[config.mk]
export PLATFORM = sky130hd
export DESIGN_NAME = instr_encoder
export DESIGN_NICKNAME = d
export VERILOG_FILES = /design/src/rtl/riscv_types.sv /design/src/rtl/instr_pack.sv /design/src/rtl/instr_encoder.sv
export SDC_FILE = /design/constraint.sdc
export NUM_CORES = 1
export LEC_CHECK = 0
export ABC_AREA = 1
export CORE_UTILIZATION = 54
export DETAILED_ROUTE_END_ITERATION = 10
export GPL_TIMING_DRIVEN = 0
export PLACE_DENSITY_LB_ADDON = 0.1
export SETUP_SLACK_MARGIN = 0.2
export SKIP_CTS_REPAIR_TIMING = 1
export SYNTH_ARGS = -nofsm -noshare
export SYNTH_HDL_FRONTEND = slang
export SYNTH_HIERARCHICAL = 1
export SYNTH_SLANG_ARGS = --single-unit
export TNS_END_PERCENT = 1
[constraint.sdc]
create_clock -name clk -period 2.73 [get_ports clk]
set_clock_uncertainty 0.2 [all_clocks]
set_input_delay 0.4095 -clock clk [delete_from_list [all_inputs] [get_ports clk]]
set_output_delay 0.4095 -clock clk [all_outputs]
set_load 0.05 [all_outputs]
[src/rtl/riscv_types.sv]
// Shared RISC-V opcode constants, encoder request kinds and immediate range helpers.
package riscv_types;

  localparam logic [6:0] op_load  = 7'b0000011;
  localparam logic [6:0] op_imm   = 7'b0010011;
  localparam logic [6:0] op_store = 7'b0100011;
  localparam logic [6:0] op_br    = 7'b1100011;
  localparam logic [6:0] op_jump  = 7'b1101111;
  localparam logic [6:0] op_lui   = 7'b0110111;

  typedef enum logic [2:0] {
    ENC_I  = 3'd0,
    ENC_S  = 3'd1,
    ENC_B  = 3'd2,
    ENC_J  = 3'd3,
    ENC_LI = 3'd4
  } enc_kind_t;

  typedef enum logic [1:0] {
    ST_IDLE  = 2'd0,
    ST_EMIT1 = 2'd1,
    ST_EMIT2 = 2'd2
  } enc_state_t;

  // True when imm can be carried by the immediate field of the given format.
  function automatic logic imm_in_range(input enc_kind_t kind, input logic [31:0] imm);
    logic signed [31:0] v;
    logic               ok;
    v = $signed(imm);
    case (kind)
      ENC_I, ENC_S: ok = (v >= -32'sd2048) && (v <= 32'sd2047);
      ENC_B:        ok = (v >= -32'sd4096) && (v <= 32'sd4094) && !imm[0];
      ENC_J:        ok = (v >= -32'sd1048576) && (v <= 32'sd1048574) && !imm[0];
      default:      ok = 1'b1;
    endcase
    return ok;
  endfunction

endpackage

[src/rtl/instr_pack.sv]
// Combinational packer for the I, S, B and J instruction formats.
module instr_pack
  import riscv_types::*;
#(
  parameter int WIDTH = 32
) (
  input  enc_kind_t        kind,
  input  logic [6:0]       opcode,
  input  logic [2:0]       funct3,
  input  logic [4:0]       rd,
  input  logic [4:0]       rs1,
  input  logic [4:0]       rs2,
  input  logic [WIDTH-1:0] imm,
  output logic [WIDTH-1:0] word
);

  always_comb begin
    word = '0;
    case (kind)
      ENC_I:   word = {imm[11:0], rs1, funct3, rd, opcode};
      ENC_S:   word = {imm[11:5], rs2, rs1, funct3, imm[4:0], opcode};
      ENC_B:   word = {imm[12], imm[10:5], rs2, rs1, funct3, imm[4:1], imm[11], opcode};
      ENC_J:   word = {imm[20], imm[10:1], imm[11], imm[19:12], rd, opcode};
      default: word = '0;
    endcase
  end

endmodule

[src/rtl/instr_encoder.sv]
// Registered instruction encoder: packs one request per accept, expanding LI into
// one or two words, with valid/ready handshakes on both sides.
module instr_encoder
  import riscv_types::*;
#(
  parameter int WIDTH = 32
) (
  input  logic             clk,
  input  logic             rst_n,
  input  logic             req_valid,
  output logic             req_ready,
  input  enc_kind_t        req_kind,
  input  logic [6:0]       req_opcode,
  input  logic [2:0]       req_funct3,
  input  logic [4:0]       req_rd,
  input  logic [4:0]       req_rs1,
  input  logic [4:0]       req_rs2,
  input  logic [WIDTH-1:0] req_imm,
  output logic             out_valid,
  input  logic             out_ready,
  output logic [WIDTH-1:0] out_instr,
  output logic             out_last,
  output logic             out_err
);

  enc_state_t       state_q, state_d;
  logic [WIDTH-1:0] out_instr_q, out_instr_d;
  logic [WIDTH-1:0] second_q, second_d;
  logic             out_last_q, out_last_d;
  logic             out_err_q, out_err_d;

  logic             accept, out_hs;
  logic             in_range, is_li, li_short, li_lo_zero;
  logic [19:0]      li_hi;
  logic [WIDTH-1:0] lui_word, packed_word;
  enc_kind_t        pack_kind;
  logic [6:0]       pack_opcode;
  logic [2:0]       pack_funct3;
  logic [4:0]       pack_rs1;

  // LI reuses the I-format packer as ADDI; rs1 is x0 for the short form, rd after a LUI.
  assign is_li       = (req_kind == ENC_LI);
  assign li_short    = imm_in_range(ENC_I, req_imm);
  assign li_lo_zero  = (req_imm[11:0] == 12'd0);
  assign li_hi       = req_imm[31:12] + {19'd0, req_imm[11]};
  assign lui_word    = {li_hi, req_rd, op_lui};
  assign in_range    = imm_in_range(req_kind, req_imm);
  assign pack_kind   = is_li ? ENC_I : req_kind;
  assign pack_opcode = is_li ? op_imm : req_opcode;
  assign pack_funct3 = is_li ? 3'b000 : req_funct3;
  assign pack_rs1    = is_li ? (li_short ? 5'd0 : req_rd) : req_rs1;

  instr_pack #(.WIDTH(WIDTH)) u_pack (
    .kind   (pack_kind),
    .opcode (pack_opcode),
    .funct3 (pack_funct3),
    .rd     (req_rd),
    .rs1    (pack_rs1),
    .rs2    (req_rs2),
    .imm    (req_imm),
    .word   (packed_word)
  );

  always_ff @(posedge clk) begin
    if (!rst_n) state_q <= ST_IDLE;
    else        state_q <= state_d;
  end

  always_comb begin
    state_d = state_q;
    case (state_q)
      ST_IDLE:  if (accept) state_d = ST_EMIT1;
      ST_EMIT1: if (out_hs) state_d = !out_last_q ? ST_EMIT2 : (accept ? ST_EMIT1 : ST_IDLE);
      ST_EMIT2: if (out_hs) state_d = accept ? ST_EMIT1 : ST_IDLE;
      default:  state_d = ST_IDLE;
    endcase
  end

  always_comb begin
    out_valid = (state_q != ST_IDLE);
    req_ready = (state_q == ST_IDLE) || (out_valid && out_ready && out_last_q);
  end

  assign accept = req_valid && req_ready;
  assign out_hs = out_valid && out_ready;

  always_comb begin
    out_instr_d = out_instr_q;
    out_last_d  = out_last_q;
    out_err_d   = out_err_q;
    second_d    = second_q;
    if (accept) begin
      second_d   = '0;
      out_err_d  = 1'b0;
      out_last_d = 1'b1;
      if (!in_range) begin
        out_instr_d = '0;
        out_err_d   = 1'b1;
      end else if (is_li && !li_short) begin
        out_instr_d = lui_word;
        if (!li_lo_zero) begin
          out_last_d = 1'b0;
          second_d   = packed_word;
        end
      end else begin
        out_instr_d = packed_word;
      end
    end else if (out_hs) begin
      // Either advance to the pending ADDI or return to the idle values.
      out_instr_d = out_last_q ? '0 : second_q;
      out_last_d  = !out_last_q;
      out_err_d   = 1'b0;
      second_d    = '0;
    end
  end

  always_ff @(posedge clk) begin
    if (!rst_n) begin
      out_instr_q <= '0;
      out_last_q  <= 1'b0;
      out_err_q   <= 1'b0;
      second_q    <= '0;
    end else begin
      out_instr_q <= out_instr_d;
      out_last_q  <= out_last_d;
      out_err_q   <= out_err_d;
      second_q    <= second_d;
    end
  end

  assign out_instr = out_instr_q;
  assign out_last  = out_last_q;
  assign out_err   = out_err_q;

endmodule

==> metrics.md <==
| Metric | Value |
|---|---|
| Result of the run | `completed` |
| Total detailed-routing wirelength | `between 15 and 20 mm` |
| Final critical path time including I/O delays and setup | `2.53 ns` |
| Clock sink count | `just under 70` |
| Pre-antenna DRT Iters | `5` |
| Combined area of all synthesized cells | `5420 µm²` |
| Number of cells produced by synthesis | `roughly 880` |
| Hpwl dp | `~13 mm` |
| Critical path required time | `approximately 2.8 ns` |
| Sink of the worst hold path | `second_q[15]` |
| Die outline area | `roughly 10000 µm²` |
| Placed instance count | `1110` |
| Critical path's slowest cell | `clkdlybuf4s50_1` |
| Largest incremental delay on the critical path | `between 0.5 and 0.6 ns` |
| Clk pwr share | `roughly 22%` |
| Initial antenna violation count | `0` |
| Part of the Yosys area used for sequential elements | `between 20 and 30%` |
| Max-Cap Viols | `0` |
| Combinational family with the most area after synthesis | `simple AND/OR/NAND/NOR gates` |
| Per-cell routed wire length | `around 15 µm` |
| Ratio of cells with drive above 1 in the final layout | `about 16%` |
| Power Density | `about 650 nW/µm²` |
| Net switching component of the power | `between 2 and 2.5 mW` |
| Clock tree from TritonCTS | `done` |
| R2r setup slk | `around 0.58 ns` |
| Number of nets produced by synthesis | `~950` |
| Data arrival at the endpoint of the critical path | `~2.6 ns` |
| Source-to-sink clock delay at the later pin of the worst-skew pair | `~0.34 ns` |
| Grt ovf | `0` |
| Filler cells | `900` |
| Logic depth of the worst register-to-register path | `10` |
| Placer's final routability congestion estimate | `about 0.91` |
| Post-synthesis mux area share | `0%` |
| Top-level I/O count | `100` |
| Fraction of the mapped netlist area in adder cells | `0.923%` |
| Share of the cycle needed by the critical path after routing | `between 90% and 100%` |
| Maximum net fanout on the critical path | `9` |
| Count of vias placed by the detailed router | `approximately 6100` |
| FF-to-FF Start | `state_q[0]` |
| Final Max Slew Viols | `0` |
| Synth Area in Simple Gates | `roughly two fifths` |
| Transition time at the pin with the least slew margin | `just over 0.6 ns` |
| Capture point of the worst reg-to-reg path | `out_instr[14]` |
| Count of unresolved DRC violations after routing | `0` |
| Warnings, synthesis | `6` |
| Library cell used as clock root buffer | `clkbuf_8` |
| Remaining max-slew budget at the tightest pin | `approximately three fifths` |
| Cells along the critical path | `clkdlybuf4s50_1 > nor2_4 > buf_4 > nor2_2 > inv_2 > nand3_1 > nand2_2 > nand2_1 > nand2_1 > inv_1 > nand2_1 > nand2_1 > clkinv_1 > nand3_2 > a21oi_2` |
| Number of enable flip-flop cells after synthesis | `0` |
| Achievable clock frequency | `slightly below 400 MHz` |
| Area of the core region | `9770 µm²` |
| Path class of the lowest-slack min-delay path | `reg2reg` |
| Part of the power in combinational logic | `between 50% and 60%` |
| Most frequent standard cell in the layout excluding fill and tap cells | `nand2_1` |
| Number of global-route vias before repair | `between 5000 and 6000` |
| GR Util All Layers | `approximately a third` |
| H-tree depth | `3` |
| Number of standard-cell rows in the floorplan | `36` |
| Most common cell on crit path | `nand2_1` |
| Die X | `between 100 and 150 µm` |
| Wire length of the first global-routing pass | `between 20 and 30 mm` |
| Flip-flop and latch count after synthesis | `a little under 70` |
| Initial drt markers | `roughly 440` |
| Mean instance size in the synthesized netlist | `roughly 6 µm²` |
| Kind of critical path | `in2reg` |
| Register clock-pin slew on the reported worst setup and hold paths | `0.07 ns` |
| Crit path buffers/inverters | `5` |
| Chip height | `about 100 µm` |
| Async set-or-reset flop fraction in the synthesized netlist | `0%` |
| Max Root-Sink Buffers | `2` |
| Effective utilization at floorplan | `about 55%` |
| Most common flop cell mapped by yosys | `dfxtp_1` |
| Port Buffers | `approximately 100` |
| Worst hold stages | `2` |
| Setup repair after global routing missed its margin | `true` |
| Distinct cell type count of the synthesized netlist | `35` |
| Number of buffers created by CTS | `9` |
| Synthesized-area fraction occupied by ao, oa, aoi and oai cells | `16.6%` |
| Final std cells w/o fill | `1131` |
| Launching element type of the critical path | `input pin` |
| Pin count of the biggest net entering global routing | `12` |
| Post-route setup TNS | `0 ns` |
| Via density per instance | `between 5 and 6` |
| Diodes inserted | `0` |
| Fraction of the core area covered by cells at the end of the flow | `71.1%` |
| Post-synthesis share of cell area spent on xor and xnor gates | `1.78%` |
| Critical path endpoint category | `flip-flop` |
| Switching fraction of total power | `between 40 and 50%` |
| Nets | `about 1100` |
| Area grow syn2layout | `28.1%` |
| Kind of cell adding the most delay to the critical path | `simple AND/OR/NAND/NOR gates` |
| Total power after layout | `roughly 4.5 mW` |
| Worst hold path startpoint | `second_q[15]` |
| Lkg Pwr | `3.08 nW` |
| Number of setup violations in the final report | `0` |
| Maximum vdd drop | `~420 µV` |
| Number of hold-slack violations in the final timing report | `0` |
| Number of routed nets with antenna violations | `0` |
| Cell-internal power | `2.45 mW` |
| Part of the power in registers | `27.5%` |
| Highest-count cells in the layout ignoring fill and taps | `nand2_1 (212), inv_1 (101), nor2_1 (82)` |
-- kinds of logic after synthesis --
family | count (synthesis)
compound gates | 156
xor+xnor | 11
fa+ha+maj | 4
buf+inv | 170
flops | 68
simple gates | 469
-- cell usage after synthesis (all sizes together), types with 2 or more instances --
library cell | instances | area [µm²]
a21oi | 110 | 663
buf | 30 | 224
clkbuf | 27 | 106
clkinv | 2 | 7.51
dfxtp | 68 | 1360
ha | 4 | 50.1
inv | 111 | 417
nand2 | 225 | 867
nand3 | 74 | 536
nand4 | 61 | 382
nor2 | 95 | 389
nor3 | 3 | 20.0
nor4 | 2 | 12.5
o21ai | 45 | 229
or2 | 8 | 50.1
xor2 | 11 | 96.3
-- how the worst max path moves through the flow --
stage	start	endpoint	slack, ns	cells after the start
6_report	req_kind[1]	out_instr[23]	0.20	15
5_1_grt	req_kind[1]	out_instr[18]	0.1	19
4_1_cts	req_imm[11]	out_instr[30]	-0.17	11
3_5_place_dp	req_imm[11]	out_instr[30]	-0.55	11
3_3_place_gp	req_imm[11]	out_instr[30]	-0.50	11
2_1_floorplan	out_last	out_instr[15]	0.24	10
-- metrics by stage --
stage	setup slack [ns]	hold WS [ns]	cell area (µm²)
2_1_floorplan	0.238	0.245	5420
3_3_place_gp	-0.501	0.252	6580
3_5_place_dp	-0.550	0.255	6580
4_1_cts	-0.166	0.266	6820
5_1_grt	0.0987	0.283	6950
6_report	0.205	0.268	6950
-- power by group through the flow --
stage,logic [mW],clock network (mW),registers (mW)
floorplan,1.08,0,1.71
global placement,2.24,0,1.25
detailed placement,2.25,0,1.25
CTS,2.26,0.973,1.23
global route,2.47,1.02,1.25
finish,2.28,0.976,1.23
-- routing by layer --
metal,wire length (µm),track usage [%],part of all wire (%)
met5,0,0,0
met4,542,13.4,3.2
met3,1120,4.17,6.7
met2,7720,54.7,46
met1,7310,44.1,44
-- worst register-to-register path: stages (launching register included) --
cell and delay [ns]:
dfxtp_1 0.37, nor2_1 0.11, inv_2 0.08, o21ai_2 0.06, nand2_1 0.09, inv_2 0.07
nor2_2 0.28, clkbuf_1 0.40, nor2_1 0.10, a21oi_1 0.19, a21oi_2 0.07
-- registers in the layout (all words and copies together), names as in the netlist --
name / cells
second_q: 32
out_last: 1
state_q: 2
out_err: 1
out_instr: 32
-- final cells by class --
class	count	area (µm²)	area share [%]
inverters	113	427	6.14
clock buffers	12	165	2.38
repair buffers	104	1050	15.2
well taps	133	166	2.40
multi-input cells	640	3360	48.4
plain buffers	57	342	4.92
clock inverters	4	70.1	1.01
flip-flops and latches	68	1360	19.6
Note: power is estimated with default switching activity, not from simulation.
